`src/rtl/q_fixed_pkg.sv`:
```
// Shared Q-format fixed-point definitions: default word sizes, constants,
// a generic saturation helper and the accumulator state encoding.
package q_fixed_pkg;

  localparam int Q_WIDTH = 32;
  localparam int Q_FBITS = 27;
  localparam int SAT_W   = 128;

  localparam logic [Q_WIDTH-1:0] Q_ONE = 32'h0800_0000;
  localparam logic [Q_WIDTH-1:0] Q_MAX = 32'h7FFF_FFFF;
  localparam logic [Q_WIDTH-1:0] Q_MIN = 32'h8000_0000;

  typedef enum logic {ACC, OUT} state_t;

  // Clamp a wide signed value into the signed range of a w-bit word.
  // The result is still SAT_W wide; callers keep the low w bits.
  function automatic logic signed [SAT_W-1:0] sat(input logic signed [SAT_W-1:0] x,
                                                  input int unsigned w);
    logic signed [SAT_W-1:0] hi;
    logic signed [SAT_W-1:0] lo;
    hi = (128'sd1 <<< (w - 1)) - 128'sd1;
    lo = -(128'sd1 <<< (w - 1));
    if (x > hi)      return hi;
    else if (x < lo) return lo;
    else             return x;
  endfunction

endpackage

```
`src/rtl/mult_Q.sv`:
```
// Full-precision signed multiplier feeding the Q-format product path.
module mult_Q
  import q_fixed_pkg::*;
#(
  parameter int WIDTH = Q_WIDTH
) (
  input  logic [WIDTH-1:0]   i_a,
  input  logic [WIDTH-1:0]   i_b,
  output logic [2*WIDTH-1:0] o_p
);

  assign o_p = $signed(i_a) * $signed(i_b);

endmodule

```
`src/rtl/mac_accum_q.sv`:
```
// Streaming saturating multiply-accumulate: one signed Q-format sum per
// vector, vectors ended by s_last or force-terminated at MAX_LEN beats.
module mac_accum_q
  import q_fixed_pkg::*;
#(
  parameter int WIDTH   = Q_WIDTH,
  parameter int FBITS   = Q_FBITS,
  parameter int MAX_LEN = 1024,
  localparam int LW     = $clog2(MAX_LEN) + 1
) (
  input  logic             clk,
  input  logic             rst_n,
  input  logic             s_valid,
  output logic             s_ready,
  input  logic [WIDTH-1:0] s_a,
  input  logic [WIDTH-1:0] s_b,
  input  logic             s_last,
  output logic             m_valid,
  input  logic             m_ready,
  output logic [WIDTH-1:0] m_y,
  output logic [LW-1:0]    m_len,
  output logic             m_ovf,
  output logic             m_trunc
);

  state_t r_state, w_state_nx;

  logic signed [WIDTH-1:0] r_acc;
  logic [LW-1:0]           r_count;
  logic                    r_ovf;
  logic [WIDTH-1:0]        r_y;
  logic [LW-1:0]           r_len;
  logic                    r_movf;
  logic                    r_trunc;

  logic                      w_fire;
  logic                      w_pop;
  logic [2*WIDTH-1:0]        w_p_raw;
  logic signed [2*WIDTH-1:0] w_p_full;
  logic signed [2*WIDTH-1:0] w_p_shift;
  logic signed [SAT_W-1:0]   w_p_ext;
  logic signed [SAT_W-1:0]   w_p_sat;
  logic signed [WIDTH-1:0]   w_p;
  logic                      w_p_ovf;
  logic signed [WIDTH-1:0]   w_acc_base;
  logic signed [SAT_W-1:0]   w_sum_ext;
  logic signed [SAT_W-1:0]   w_sum_sat;
  logic signed [WIDTH-1:0]   w_sum;
  logic                      w_sum_ovf;
  logic [LW-1:0]             w_count_nx;
  logic                      w_end;

  mult_Q #(.WIDTH(WIDTH)) u_mult (
    .i_a (s_a),
    .i_b (s_b),
    .o_p (w_p_raw)
  );

  // Product: arithmetic shift back to Q format, then clamp to one word.
  assign w_p_full  = w_p_raw;
  assign w_p_shift = w_p_full >>> FBITS;
  assign w_p_ext   = SAT_W'(w_p_shift);
  assign w_p_sat   = sat(w_p_ext, WIDTH);
  assign w_p       = w_p_sat[WIDTH-1:0];
  assign w_p_ovf   = (w_p_sat != w_p_ext);

  // Sum: widened add so overflow is visible, then clamp (no wraparound).
  assign w_acc_base = (r_count == '0) ? '0 : r_acc;
  assign w_sum_ext  = SAT_W'(w_acc_base) + SAT_W'(w_p);
  assign w_sum_sat  = sat(w_sum_ext, WIDTH);
  assign w_sum      = w_sum_sat[WIDTH-1:0];
  assign w_sum_ovf  = (w_sum_sat != w_sum_ext);

  assign w_count_nx = r_count + 1'b1;
  assign w_end      = s_last | (w_count_nx == LW'(MAX_LEN));

  assign m_y     = r_y;
  assign m_len   = r_len;
  assign m_ovf   = r_movf;
  assign m_trunc = r_trunc;

  // State register.
  always_ff @(posedge clk) begin
    if (!rst_n) r_state <= ACC;
    else        r_state <= w_state_nx;
  end

  // Next state and handshake outputs; s_ready held low while in reset.
  always_comb begin
    w_state_nx = r_state;
    s_ready    = 1'b0;
    m_valid    = 1'b0;
    w_fire     = 1'b0;
    w_pop      = 1'b0;
    case (r_state)
      ACC: begin
        s_ready = rst_n;
        w_fire  = s_valid & rst_n;
        if (w_fire && w_end) w_state_nx = OUT;
      end
      OUT: begin
        m_valid = 1'b1;
        w_pop   = m_ready;
        if (m_ready) w_state_nx = ACC;
      end
      default: w_state_nx = ACC;
    endcase
  end

  // Accumulator, beat counter, sticky overflow and the held result.
  always_ff @(posedge clk) begin
    if (!rst_n) begin
      r_acc   <= '0;
      r_count <= '0;
      r_ovf   <= 1'b0;
      r_y     <= '0;
      r_len   <= '0;
      r_movf  <= 1'b0;
      r_trunc <= 1'b0;
    end else if (w_fire) begin
      r_acc   <= w_sum;
      r_count <= w_count_nx;
      r_ovf   <= r_ovf | w_p_ovf | w_sum_ovf;
      if (w_end) begin
        r_y     <= w_sum;
        r_len   <= w_count_nx;
        r_movf  <= r_ovf | w_p_ovf | w_sum_ovf;
        r_trunc <= ~s_last;
      end
    end else if (w_pop) begin
      r_acc   <= '0;
      r_count <= '0;
      r_ovf   <= 1'b0;
    end
  end

endmodule

```
`config.mk`:
```
export PLATFORM = sky130hd
export DESIGN_NAME = mac_accum_q
export DESIGN_NICKNAME = d
export VERILOG_FILES = /design/src/rtl/q_fixed_pkg.sv /design/src/rtl/mult_Q.sv /design/src/rtl/mac_accum_q.sv
export SDC_FILE = /design/constraint.sdc
export NUM_CORES = 2
export LEC_CHECK = 0
export CORE_MARGIN = 2
export CORE_UTILIZATION = 55
export DETAILED_ROUTE_END_ITERATION = 8
export GPL_TIMING_DRIVEN = 0
export PLACE_DENSITY = 0.72
export SLEW_MARGIN = 20
export SYNTH_ARGS = -nofsm -noshare
export SYNTH_HDL_FRONTEND = slang
export SYNTH_SLANG_ARGS = --single-unit
```
`constraint.sdc`:
```
create_clock -name clk -period 19.2 [get_ports clk]
set_input_delay 4.8 -clock clk [delete_from_list [all_inputs] [get_ports clk]]
set_output_delay 4.8 -clock clk [all_outputs]
set_load 0.1 [all_outputs]
```
==> results.txt <==
post-synth top area cell: fa_1
GRT Util Overall: 0.400
Top cell by count, worst path: fa_1
clk_lat worst skew: 350 ps
drt wl/cell: 26.3 um
Starting Density: 0.555
Period minus WS final: 18720 ps
RR Endpoint: r_acc[19]
max-slew violations: 0
hold path start: r_acc[15]
most common cell in the netlist: fa_1
final hold violations: 0
vias in the first global route: 35900
Post-synth EDFFs: 0
area of the core: 75800 um^2
max-cap viol count: 0
Setup crit end kind: flip-flop
Cell Count Post-Placement: 5743
Final period util: 0.975
final setup skew: 9.02 ps
R2R Setup Slk: 13730 ps
Detailed Routing Iterations Pass 1: 5
fin nets: 6149
highest clock rate: 53.4 MHz
FP Rows: 101
Synth area leaders: fa_1, inv_1, and2_1, ha_1, nand2_1
top cell type's share of synthesized area: 0.515
clock tree root driver cell: clkbuf_16
synth warn: 0
setup_tns: 0 ps
WL final: 152000 um
routability cong.: 1.03
die area: 78800 um^2
Die H: 281 um
H-tree levels: 3
hold_ws: 443 ps
fin cells: 5780
Filler cells: 6778
first-pass GRT wire length: 227000 um
TritonCTS Sinks: 90
cts bufs inserted: 9
setup violators final: 0
Layout area overhead: 6.87%
Rel. slew slack: 0.146
crit start category: primary input
max incr delay on CP: 970 ps
Syn Inst Count: 4649
Synth Register Bits: 90
worst hold endpoint: r_acc[15]
pin count of the biggest net entering global routing: 21
initial DRC count: 3569
Min-Delay Path Class: reg -> reg
initial antenna violation count: 21
routed via count: 34600
TritonCTS clock tree: done
reg2reg start: r_count[2]
layout cells sized above 1: 0.0246
Most used DFF post-synth: dfxtp_1
Final Instance Area: 45000 um^2
Worst Setup Path Type: in -> reg
placed inst area: 44500 um^2
IO Pins: 116
RSZ-0062 raised after global routing: false
post-route ant nets: 0
CP max stage cell: clkdlybuf4s50_1
CTS clk-pin slew, worst paths: 60 ps
Buf+Inv Stages, Crit Path: 11
post-synth cell types: 87
crit-path max FO: 10
Worst Path Arrival: 18940 ps
sequential area share after synthesis: 0.0428
Worst Tran Pin Value: 1280 ps
clk buf depth: 2
CP delay by family, top: adder cells
grt total ovfl: 0
Die X: 281 um
net count after synthesis: 6014
outcome: finished clean
# hold bufs at CTS: 0
Synth Cell Area: 42100 um^2
# DRC: 0
drt via density: 5.98
FF-to-FF path depth: 22
most instantiated cells after synthesis: fa_1, inv_1, nand2_1, and2_1, clkbuf_1
hpwl dp: 126000 um
synthesized area per cell: 9.05 um^2
worst endpoint required time: 19420 ps
Port Buffers: 115
worst hold stages: 2
Async S/R FF share, synth: 0
[layer usage]
layer	track usage	up-vias	wire length (um)
li1	-	14300	-
met1	0.507	17400	54800
met2	0.595	2281	65300
met3	0.123	656	18800
met4	0.261	8	13100
met5	0	-	55
[cells by family (layout without fill, tap and decap cells)]
| family | count (synthesis) | count (layout) | share of synthesized area |
|---|---|---|---|
| AO/OA/AOI/OAI | 510 | 510 | 0.0782 |
| XOR/XNOR | 80 | 80 | 0.0166 |
| adder cells (fa/ha/maj) | 1296 | 1296 | 0.578 |
| buffers and inverters | 1201 | 1340 | 0.108 |
| flip-flops | 90 | 90 | 0.0428 |
| multiplexers | 2 | 2 | 0.000476 |
| other | 0 | 14 | 0 |
| AND/OR/NAND/NOR | 1470 | 1470 | 0.175 |
[how the worst max path moves through the flow]
| stage | end | start | cells past startpoint | slack (ps) |
|---|---|---|---|---|
| 2_1_floorplan | r_acc[16] | s_b[2] | 44 | 2570 |
| 3_3_place_gp | r_acc[13] | s_b[2] | 47 | -760 |
| 3_5_place_dp | r_acc[12] | s_b[6] | 49 | -820 |
| 4_1_cts | r_acc[19] | s_b[31] | 45 | 140 |
| 5_1_grt | r_acc[19] | s_b[6] | 51 | 70 |
| 6_report | r_acc[19] | s_b[11] | 44 | 480 |
[stage by stage]
stage	setup slack, ps	util
floorplan	2570	-
global placement	-762	0.586
detailed placement	-817	0.587
CTS	135	0.591
global route	65.5	0.593
finish	482	0.593
[timing repair]
item                                    CTS  global route
pin swaps                                 0             1
endpoints found under the setup margin   66            66
cloned                                    0             0
setup buffers                             0            10
resized for setup                        10            61
[layout make-up]
type / count / area, um^2 / area share
Multi-Input combinational cell: 3358 / 35800 / 0.795
Clock buffer: 11 / 253 / 0.00562
Timing Repair Buffer: 127 / 1250 / 0.0278
Clock inverter: 4 / 51.3 / 0.00114
Sequential cell: 90 / 1800 / 0.0401
Inverter: 942 / 3540 / 0.0787
Buffer: 256 / 1060 / 0.0236
Tap cell: 978 / 1220 / 0.0272
Antenna cell: 14 / 35.0 / 0.000779
[worst reg2reg max path, delay by kind of cell, from the launching register on]
kind                     cells  cell delay [ps]
buffers and inverters        5             1160
AND/OR/NAND/NOR              4             1000
AO/OA/AOI/OAI               12             2620
flip-flops                   1              300
adder cells (fa/ha/maj)      1              280
[sequential cells by signal (all words and copies together) (netlist names)]
name,flops
m_len,11
m_ovf,1
m_trunc,1
m_y,32
r_acc,32
r_count,11
r_ovf,1
r_state,1
[cell usage in the layout, fill, tap and decap left out, types with 8 or more instances in the layout]
cell	Yosys	final
ha_1	214	214
and3_1	14	14
and4_1	9	9
a21oi_1	136	136
o31ai_1	11	11
xor2_1	29	28
buf_2	11	14
buf_4	3	13
diode_2	0	14
nor3_1	22	20
nand3_1	28	28
nand4_1	39	39
o21bai_1	14	14
nor2_1	108	108
nand2b_1	19	19
clkbuf_1	239	207
a22oi_1	8	8
o21a_1	14	14
fa_1	1082	1078
nor4_1	8	8
and2_1	545	545
xnor2_1	51	51
o21ai_0	113	111
a21o_1	39	39
clkdlybuf4s50_1	0	113
or2_2	8	8
a31oi_1	12	12
clkbuf_16	0	9
a22o_1	21	21
inv_1	940	939
nand2_1	625	625
dfxtp_1	90	90
clkbuf_2	0	23
nor2b_1	14	14
o21ai_1	42	44
a211oi_1	23	22
Power is not shown: default switching activity piles up to over one toggle a cycle in this logic, so the estimate is an artifact.
